[src/rtl/uart_pkg.sv]
// Shared UART definitions: FSM state encoding and default frame geometry.
// Intended to be shared by uart_rx and the future uart_tx.
package uart_pkg;

    localparam int UART_DATA_BITS  = 8;
    localparam int UART_OVERSAMPLE = 16;

    typedef enum logic [2:0] {
        ST_IDLE  = 3'd0,
        ST_START = 3'd1,
        ST_DATA  = 3'd2,
        ST_STOP  = 3'd3,
        ST_BREAK = 3'd4
    } uart_state_e;

endpackage

[src/rtl/uart_rx_if.sv]
// Receiver-side signal bundle: serial line and baud tick in, received data and status out.
interface uart_rx_if
    import uart_pkg::*;
#(
    parameter int DATA_BITS = UART_DATA_BITS
);
    logic                 I_rx;
    logic                 I_baudrate_rx_clk;
    logic                 O_baudrate_rx_clk_en;
    logic [DATA_BITS-1:0] O_rx_data;
    logic                 O_rx_valid;
    logic                 O_rx_frame_err;
    logic                 O_rx_busy;

    modport slave (
        input  I_rx, I_baudrate_rx_clk,
        output O_baudrate_rx_clk_en, O_rx_data, O_rx_valid, O_rx_frame_err, O_rx_busy
    );

    modport master (
        output I_rx, I_baudrate_rx_clk,
        input  O_baudrate_rx_clk_en, O_rx_data, O_rx_valid, O_rx_frame_err, O_rx_busy
    );
endinterface

[src/rtl/uart_sync_2ff.sv]
// Two-flop synchronizer for a single asynchronous bit; RST_VAL sets the idle level.
module uart_sync_2ff #(
    parameter logic RST_VAL = 1'b0
) (
    input  logic clk,
    input  logic rst,
    input  logic d,
    output logic q
);
    logic meta;

    always_ff @(posedge clk or posedge rst) begin
        if (rst) begin
            meta <= RST_VAL;
            q    <= RST_VAL;
        end else begin
            meta <= d;
            q    <= meta;
        end
    end
endmodule

[src/rtl/uart_rx.sv]
// Oversampling UART receiver: start-bit qualification at mid-start, LSB-first data,
// stop-bit check with frame-error and break hold.
module uart_rx
    import uart_pkg::*;
#(
    parameter int DATA_BITS  = UART_DATA_BITS,
    parameter int OVERSAMPLE = UART_OVERSAMPLE
) (
    input logic      clk,
    input logic      rst,
    uart_rx_if.slave rx_if
);
    localparam int CW = $clog2(OVERSAMPLE);
    localparam int BW = $clog2(DATA_BITS + 1);
    localparam logic [CW-1:0] MID_CNT  = CW'(OVERSAMPLE / 2 - 1);
    localparam logic [BW-1:0] LAST_BIT = BW'(DATA_BITS - 1);

    uart_state_e          state_q, state_d;
    logic                 rx_s, rx_prev;
    logic                 tick, fall;
    logic [CW-1:0]        tick_cnt_q, tick_cnt_d, tick_inc;
    logic [BW-1:0]        bit_cnt_q, bit_cnt_d;
    logic [DATA_BITS-1:0] shreg_q, shreg_d;
    logic [DATA_BITS-1:0] data_q, data_d;
    logic                 valid_q, valid_d;
    logic                 err_q, err_d;

    uart_sync_2ff #(.RST_VAL(1'b1)) u_sync (
        .clk (clk),
        .rst (rst),
        .d   (rx_if.I_rx),
        .q   (rx_s)
    );

    assign tick     = rx_if.I_baudrate_rx_clk;
    assign tick_inc = tick_cnt_q + 1'b1;
    // Edge tracking runs in every state so a start bit landing on the IDLE return cycle is seen.
    assign fall     = rx_prev & ~rx_s;

    always_comb begin
        state_d    = state_q;
        tick_cnt_d = tick_cnt_q;
        bit_cnt_d  = bit_cnt_q;
        shreg_d    = shreg_q;
        data_d     = data_q;
        valid_d    = 1'b0;
        err_d      = 1'b0;

        if (state_q != ST_IDLE && tick)
            tick_cnt_d = tick_inc;

        case (state_q)
            ST_IDLE: begin
                if (fall) begin
                    state_d    = ST_START;
                    tick_cnt_d = '0;
                    bit_cnt_d  = '0;
                end
            end
            ST_START: begin
                if (tick && tick_inc == MID_CNT) begin
                    tick_cnt_d = '0;
                    state_d    = rx_s ? ST_IDLE : ST_DATA;
                end
            end
            ST_DATA: begin
                if (tick && tick_inc == '0) begin
                    shreg_d   = {rx_s, shreg_q[DATA_BITS-1:1]};
                    bit_cnt_d = bit_cnt_q + 1'b1;
                    if (bit_cnt_q == LAST_BIT)
                        state_d = ST_STOP;
                end
            end
            ST_STOP: begin
                if (tick && tick_inc == '0) begin
                    if (rx_s) begin
                        data_d  = shreg_q;
                        valid_d = 1'b1;
                        state_d = ST_IDLE;
                    end else begin
                        err_d   = 1'b1;
                        state_d = ST_BREAK;
                    end
                end
            end
            ST_BREAK: begin
                if (rx_s)
                    state_d = ST_IDLE;
            end
            default: state_d = ST_IDLE;
        endcase
    end

    always_ff @(posedge clk or posedge rst) begin
        if (rst) begin
            state_q    <= ST_IDLE;
            rx_prev    <= 1'b1;
            tick_cnt_q <= '0;
            bit_cnt_q  <= '0;
            shreg_q    <= '0;
            data_q     <= '0;
            valid_q    <= 1'b0;
            err_q      <= 1'b0;
        end else begin
            state_q    <= state_d;
            rx_prev    <= rx_s;
            tick_cnt_q <= tick_cnt_d;
            bit_cnt_q  <= bit_cnt_d;
            shreg_q    <= shreg_d;
            data_q     <= data_d;
            valid_q    <= valid_d;
            err_q      <= err_d;
        end
    end

    assign rx_if.O_rx_data            = data_q;
    assign rx_if.O_rx_valid           = valid_q;
    assign rx_if.O_rx_frame_err       = err_q;
    assign rx_if.O_rx_busy            = (state_q != ST_IDLE);
    assign rx_if.O_baudrate_rx_clk_en = (state_q != ST_IDLE);
endmodule

[src/flat_wrapper.sv]
// flat-port wrapper written by rule: the top's interface ports become plain ports
module uart_rx_flat import uart_pkg::*;
#(
    parameter int DATA_BITS  = UART_DATA_BITS,
    parameter int OVERSAMPLE = UART_OVERSAMPLE
)
  (clk, rst, rx_if_I_rx, rx_if_I_baudrate_rx_clk, rx_if_O_baudrate_rx_clk_en, rx_if_O_rx_data, rx_if_O_rx_valid, rx_if_O_rx_frame_err, rx_if_O_rx_busy);
  uart_rx_if #(.DATA_BITS(DATA_BITS)) rx_if_i ();
  input logic clk;
  input logic rst;
  input wire logic [$bits(rx_if_i.I_rx)-1:0] rx_if_I_rx;
  input wire logic [$bits(rx_if_i.I_baudrate_rx_clk)-1:0] rx_if_I_baudrate_rx_clk;
  output wire logic [$bits(rx_if_i.O_baudrate_rx_clk_en)-1:0] rx_if_O_baudrate_rx_clk_en;
  output wire logic [$bits(rx_if_i.O_rx_data)-1:0] rx_if_O_rx_data;
  output wire logic [$bits(rx_if_i.O_rx_valid)-1:0] rx_if_O_rx_valid;
  output wire logic [$bits(rx_if_i.O_rx_frame_err)-1:0] rx_if_O_rx_frame_err;
  output wire logic [$bits(rx_if_i.O_rx_busy)-1:0] rx_if_O_rx_busy;
  assign rx_if_i.I_rx = rx_if_I_rx;
  assign rx_if_i.I_baudrate_rx_clk = rx_if_I_baudrate_rx_clk;
  assign rx_if_O_baudrate_rx_clk_en = rx_if_i.O_baudrate_rx_clk_en;
  assign rx_if_O_rx_data = rx_if_i.O_rx_data;
  assign rx_if_O_rx_valid = rx_if_i.O_rx_valid;
  assign rx_if_O_rx_frame_err = rx_if_i.O_rx_frame_err;
  assign rx_if_O_rx_busy = rx_if_i.O_rx_busy;
  uart_rx #(.DATA_BITS(DATA_BITS), .OVERSAMPLE(OVERSAMPLE)) u_core (.clk(clk), .rst(rst), .rx_if(rx_if_i));
endmodule
[config.mk]
export PLATFORM = sky130hd
export DESIGN_NAME = uart_rx_flat
export DESIGN_NICKNAME = d
export VERILOG_FILES = /design/src/rtl/uart_pkg.sv /design/src/rtl/uart_rx_if.sv /design/src/rtl/uart_sync_2ff.sv /design/src/rtl/uart_rx.sv /design/src/flat_wrapper.sv
export SDC_FILE = /design/constraint.sdc
export NUM_CORES = 1
export LEC_CHECK = 0
export ABC_AREA = 1
export CORE_ASPECT_RATIO = 0.5
export CORE_MARGIN = 3
export CORE_UTILIZATION = 50
export DETAILED_ROUTE_END_ITERATION = 8
export PLACE_DENSITY_LB_ADDON = 0.15
export SYNTH_ARGS = -nofsm -noshare
export SYNTH_HDL_FRONTEND = slang
export SYNTH_SLANG_ARGS = --single-unit
export TNS_END_PERCENT = 1
[constraint.sdc]
create_clock -name clk -period 1.4 [get_ports clk]
set_input_delay 0.28 -clock clk [delete_from_list [all_inputs] [get_ports clk]]
set_output_delay 0.28 -clock clk [all_outputs]
set_load 0.03 [all_outputs]
==> impl_metrics.py, run 1 <==
metrics = {
    "critical_path": {
        "path_max_fanout": 5,
        "worstPathRequired_ps": 1620,
        "r2r_slack_ps": -170,
        "slowest_delay_ps": 410,
        "crit_arrival_ps": 1780,
        "cp_slowest_cell": "dfrtp_1",
        "critical-path-top-delay-family": "simple AND/OR/NAND/NOR gates",
        "crit_path_cell_trace": "ha_2 > nand2_2 > nand2_4 > nor2_4 > nand2_4 > a21oi_4 > buf_4 > nand3_1 > nand2_1",
        "crit_top_cell": "nand2_4",
        "path_class": "register to register",
        "start_kind": "register",
        "worstSetupEndpointType": "register",
        "path_buf_inv": 1,
    },
    "routing": {
        "drt_iter0_markers": 34,
        "drc_errors": 0,
        "vias": 1186,
        "ant_nets": 0,
        "drt-total-wl_um": 3078,
        "wl_per_cell_um": 12.56,
        "via_per_inst": 4.841,
        "drt_pass1_iterations": 4,
    },
    "synthesis": {
        "synth_warnings": 0,
        "syn-num-nets": 175,
        "synth_edf_count": 0,
        "synth_common_cells": "nand2_1 (40), dfrtp_1 (29), inv_1 (18)",
        "synth_sequential_area_ratio_pct": 51.90,
        "netlist_top_cells_area": "dfrtp_1 (47%), nand2_1 (9.7%), dfstp_2 (5.1%)",
        "synth-async-reset-ratio_pct": 100.0,
        "synth-seq-cells": 32,
        "ys_types": 29,
        "synth_top_area_share_pct": 46.81,
        "yosysMostFrequentCell": "nand2_1",
        "syn-instance-count": 167,
        "syn-cell-area_um2": 1550,
        "ys.flop_type": "dfrtp_1",
        "yosysTopAreaCell": "dfrtp_1",
        "avgSynthCellArea_um2": 9.283,
    },
    "sta": {
        "max_freq_mhz": 638.4,
        "setup_ws_ps": -166.3,
        "fin_worst_skew_ps": 6.109,
        "worst_pin_slew_ps": 340.7,
        "rsz0062_at_grt": "true",
        "final-max-slew-violation-count": 0,
        "layout_min_cycle_time_ps": 1566,
        "post-route-period-util_pct": 111.9,
        "hold_violations": 0,
        "maxSlewHeadroom_pct": 77.21,
        "setup_viol": 29,
    },
    "global_routing": {
        "grt_max_degree": 20,
        "antenna_found_initial": 0,
        "grt_first_pass_wirelength_um": 4926,
        "grt_pass1_vias": 1144,
        "overflow": 0,
        "grt_usage_pct": 16.82,
    },
    "cells_and_area": {
        "syn_to_final_growth_pct": 29.70,
        "fin_area_um2": 2011,
        "fin_nets": 215,
        "utilization_pct": 72.71,
        "drive_gt1_share_pct": 34.13,
        "num_antenna_cells": 0,
    },
    "floorplan": {
        "core_region_area_um2": 2765,
        "die_w_um": 84.75,
        "io_pins": 16,
        "fp.dieH_um": 45.38,
        "initial_core_util_pct": 56.06,
        "dieArea_um2": 3845,
        "rows": 13,
    },
    "placed_design": {
        "hpwl_um": 1976,
        "place_area_um2": 1839,
        "gp_congestion": 0.8504,
        "port-buffer-count": 15,
    },
    "pwr": {
        "power.density_nw_per_um2": 1644,
        "leakage_nw": 1.038,
        "ir_drop_uv": 1059,
    },
    "run_status": {
        "status": "finished with violations",
        "violations": "negative setup slack",
    },
    "cts": {
        "clk_pin_slew_ps": 70,
        "cts_root_buf": "clkbuf_8",
        "ctsHtreeMaxLevel": 2,
        "cts_made_buffers": 5,
        "cts_tree": "done",
        "clockBufferDepth": 2,
        "cts.sinks": 32,
        "insertion_delay_ps": 280,
    },
    "worst_hold_path": {
        "holdCritPathClass": "input pin to asynchronous set/reset pin",
    },
    "flow_run": {
        "max_cap_violations": 0,
    },
}
## what timing repair did
item,4_1_cts,5_1_grt
setup endpoints to repair,39,30
hold endpoints to repair,0,0
cloned,0,4
pin swaps,1,8
hold buffers,0,0
setup buffers,0,1
gates resized for setup,16,14
## placed cells by master (no fill, tap or decap), drive strengths merged
cell type      netlist  routed
nand3                9      10
nor2                13      16
o21ai               22      22
nand4                1       1
o22ai                2       2
inv                 24      24
ha                   4       4
clkdlybuf4s50        0       3
dfrtp               29      29
clkdlybuf4s15        0       2
or2                  2       2
nor3                 1       1
dlygate4sd2          0      10
clkbuf               0       5
nand2               47      47
dfstp                3       3
clkinv               0       3
buf                  3      17
xor2                 2       2
a21oi                5       5
## final timing paths
check                                startpoint                      end  depth (start not counted)
max reg2reg                u_core.tick_cnt_q[0]        u_core.state_q[1]                          9
min in group clk             u_core.u_sync.meta          u_core.u_sync.q                          0
min reg2reg                  u_core.u_sync.meta          u_core.u_sync.q                          0
max in group asynchronous                   rst      u_core.bit_cnt_q[2]                          3
min                                         rst  u_core.rx_if.O_rx_valid                          2
max                        u_core.tick_cnt_q[0]        u_core.state_q[1]                          9
## cell families after synthesis
| group | count (synthesis) | synth area share [%] |
|---|---|---|
| buf+inv | 27 | 7.910 |
| flops | 32 | 51.90 |
| compound gates | 29 | 12.43 |
| xor+xnor | 2 | 1.130 |
| fa+ha+maj | 4 | 3.229 |
| simple gates | 73 | 23.41 |
## metrics by stage
step / TNS [ps] / hold WS (ps) / setup WS, ps / power [mW] / std cells
after floorplan: -1591 / 284.5 / -127.3 / 2.054 / 167
after global placement: -6727 / 347.3 / -289.6 / 2.482 / 232
after detailed placement: -7285 / 350.0 / -323.2 / 2.507 / 232
after CTS: -4164 / 173.5 / -192.0 / 3.171 / 240
after global routing: -6305 / 188.3 / -267.5 / 3.543 / 245
final: -3393 / 175.2 / -166.3 / 3.305 / 245
## metal layers
metal | track usage [%] | up-vias | share of wire [%]
met5 | 0 | - | 0
met4 | 5.678 | 0 | 1.1
met3 | 4.874 | 4 | 2.9
met2 | 29.55 | 13 | 46
met1 | 20.60 | 558 | 50
li1 | - | 611 | -
## state kept, by name (all words and copies together) (netlist names)
signal / cells
u_core.rx_if.O_rx_frame_err: 1
u_core.rx_if.O_rx_data: 8
u_core.u_sync.meta: 1
u_core.u_sync.q: 1
u_core.tick_cnt_q: 4
u_core.shreg_q: 8
u_core.state_q: 3
u_core.rx_prev: 1
u_core.rx_if.O_rx_valid: 1
u_core.bit_cnt_q: 4
## power breakdown
part           switching, mW  leakage, nW  internal (mW)
clock                  0.345       0.0479          0.346
sequential             0.118        0.391           1.11
combinational          0.857        0.599          0.528
## area by class of cell
cell class / instances / area (um^2)
fillers: 219 / 754.5
well taps: 37 / 46.29
multi-input cells: 112 / 708.2
repair buffers: 32 / 271.5
inverters: 24 / 92.59
clock buffers: 5 / 68.82
flip-flops and latches: 32 / 804.5
clock inverters: 3 / 18.77
## worst register-to-register path: cells and delay by family (launching register included)
family / cells / cell delay (ps)
DFF: 1 / 410
and+or+nand+nor: 6 / 520
adders and majority gates: 1 / 210
buffers and inverters: 1 / 140
AOI/OAI and AO/OA: 1 / 230
Power figures use the tool's default switching activity.
==> run 2, diff against run 1 <==
ABC_CLOCK_PERIOD_IN_PS = 1400   (was not set)
CTS_CLUSTER_SIZE = 10   (was not set)
==> results of run 2 <==
No change in the layout: final DEF, timing and power equal those of run 1.
==> RTL edit, RTL diff (config.mk and constraints of run 2) <==
`UART_OVERSAMPLE`: 16 -> 8.
--- a/src/rtl/uart_pkg.sv
+++ b/src/rtl/uart_pkg.sv
@@ -3,7 +3,7 @@
 package uart_pkg;
 
     localparam int UART_DATA_BITS  = 8;
-    localparam int UART_OVERSAMPLE = 16;
+    localparam int UART_OVERSAMPLE = 8;
 
     typedef enum logic [2:0] {
         ST_IDLE  = 3'd0,
Check against the original RTL: not equivalent (Yosys sat finds a counterexample within 10 cycles, from zero or initial values and one cycle with rst high).
==> RTL edit against run 2 <==
  * The run still ends with negative setup slack left
  * Via count decreased by 0.67%
  * Total power decreased by 3.5%
  * Area after synthesis increased by 1.2%
  * Sequential cell count decreased by 1
  * Setup slack improved by 0.083 ns
  * Wire length decreased by 5.7%
  * Synthesized cell count unchanged
  * Design area increased by 2.1%
==> RTL edit: results (changes against run 2) <==
Outcome:
- Run status: finished, violations left (unchanged).
- Violated checks: negative setup slack (unchanged).

STA:
- The least setup slack across all paths after layout came to -0.08346 ns (was -0.1663 ns).
- The worst clock skew is 0.001993 ns (was 0.006109 ns).
- The final setup violation count came to 13 (was 29).
- The slew of the pin with the lowest slew margin was 0.3728 ns (was 0.3407 ns).

Worst setup path:
- The cell class contributing the biggest share of worst-path delay is flip-flops (was simple AND/OR/NAND/NOR gates).
- The worst path arrival time is 1.65 ns (was 1.78 ns).
- The maximum net fanout on the critical path is 4 (was 5).
- The slowest cell on the critical path was sky130_fd_sc_hd__dfrtp_2 (was sky130_fd_sc_hd__dfrtp_1).
- The largest stage delay on the critical path came to 0.44 ns (was 0.41 ns).

Detailed routing:
- The wire length on met2 is 1422 um (was 1417 um).
- The detailed-route vias per instance is 4.888 (was 4.841).
- The final routed wire length divided by cell count is 12.05 um (was 12.56 um).
- The total wire length after detailed routing is 2903 um (was 3078 um).
- The amount of wire on met3 after detailed routing is 134 um (was 90 um).
- The post-route met1 wirelength is 1312 um (was 1536 um).

Synthesis:
- Leading cell types by total area after synthesis: sky130_fd_sc_hd__dfrtp_1 45%, sky130_fd_sc_hd__nand2_1 9.6%, sky130_fd_sc_hd__o21ai_2 8.9% (was sky130_fd_sc_hd__dfrtp_1 47%, sky130_fd_sc_hd__nand2_1 9.7%, sky130_fd_sc_hd__dfstp_2 5.1%).
- Synth cell count leaders: 40 x sky130_fd_sc_hd__nand2_1, 28 x sky130_fd_sc_hd__dfrtp_1, 21 x sky130_fd_sc_hd__inv_1, 16 x sky130_fd_sc_hd__o21ai_2 (was 40 x sky130_fd_sc_hd__nand2_1, 29 x sky130_fd_sc_hd__dfrtp_1, 18 x sky130_fd_sc_hd__inv_1, 11 x sky130_fd_sc_hd__o21ai_0, 9 x sky130_fd_sc_hd__nor2_1).
- The synthesized-area fraction occupied by xor and xnor cells is 0.5582% (was 1.130%).
- The mean instance size in the synthesized netlist is 9.395 sq um (was 9.283 sq um).
- The area share of fa/ha/maj cells after synthesis is 3.190% (was 3.228%).

Pwr:
- The peak supply drop is 0.001056 V (was 0.001059 V).

Placement:
- The cell total after placement is 229 (was 232).

Cells and area:
- The share of cells above drive strength 1 came to 41.67% (was 34.13%).

Global route:
- The total track usage was 17.40% (was 16.82%).
- The wire length of the first global-routing pass is 5140 um (was 4926 um).
- The number of global-route vias before repair came to 1,180 (was 1,144).

Clock network:
- The number of gates resized after cts came to 12 (was 16).
[RTL edit: through the flow]
| stage | instance area, sq um | TNS, ns | hold WS [ns] | utilization (%) | setup WS (ns) |
|---|---|---|---|---|---|
| 4_1_cts | 1921 | -2.074 | 0.2870 | 69.05 | -0.1717 |
| 3_3_place_gp | 1836 | -3.664 | 0.3464 | 65.99 | -0.1768 |
| 5_1_grt | 2052 | -2.372 | 0.3139 | 73.77 | -0.1769 |
| 2_1_floorplan | 1575 | -0.01317 | 0.2845 | - | -0.004992 |
| 6_report | 2052 | -0.7138 | 0.2792 | 73.77 | -0.08346 |
| 3_5_place_dp | 1836 | -4.499 | 0.3527 | 65.99 | -0.2142 |
[RTL edit: worst paths after layout]
check                                     start                   endpoint  slack, ns  cells past startpoint
setup reg to reg           u_core.tick_cnt_q[0]          u_core.state_q[0]      -0.08                     10
setup / recovery           u_core.tick_cnt_q[0]          u_core.state_q[0]      -0.08                     10
max in group asynchronous                   rst  u_core.rx_if.O_rx_data[3]       0.66                      3
hold reg to reg              u_core.u_sync.meta            u_core.u_sync.q       0.36                      0
hold / removal                              rst        u_core.bit_cnt_q[0]       0.28                      2
min in group clk             u_core.u_sync.meta            u_core.u_sync.q       0.36                      0
[RTL edit: power breakdown]
part	switching, mW	leakage, nW	internal (mW)
sequential	0.0742	0.413	0.999
clock	0.310	0.0515	0.448
combinational	0.816	0.581	0.542
[RTL edit: final cells by class]
class	count	area [sq um]	share of cell area, %
Clock buffer	8	100.1	4.878
Tap cell	37	46.29	2.256
Multi-Input combinational cell	108	757.0	36.89
Timing Repair Buffer	32	271.5	13.23
Sequential cell	31	780.7	38.05
Inverter	25	96.34	4.695
[RTL edit: routing by layer]
layer,vias up,global-route usage [%]
met1,551,21.94
met3,5,5.415
met4,0,4.732
met2,23,29.78
li1,599,-
met5,-,0
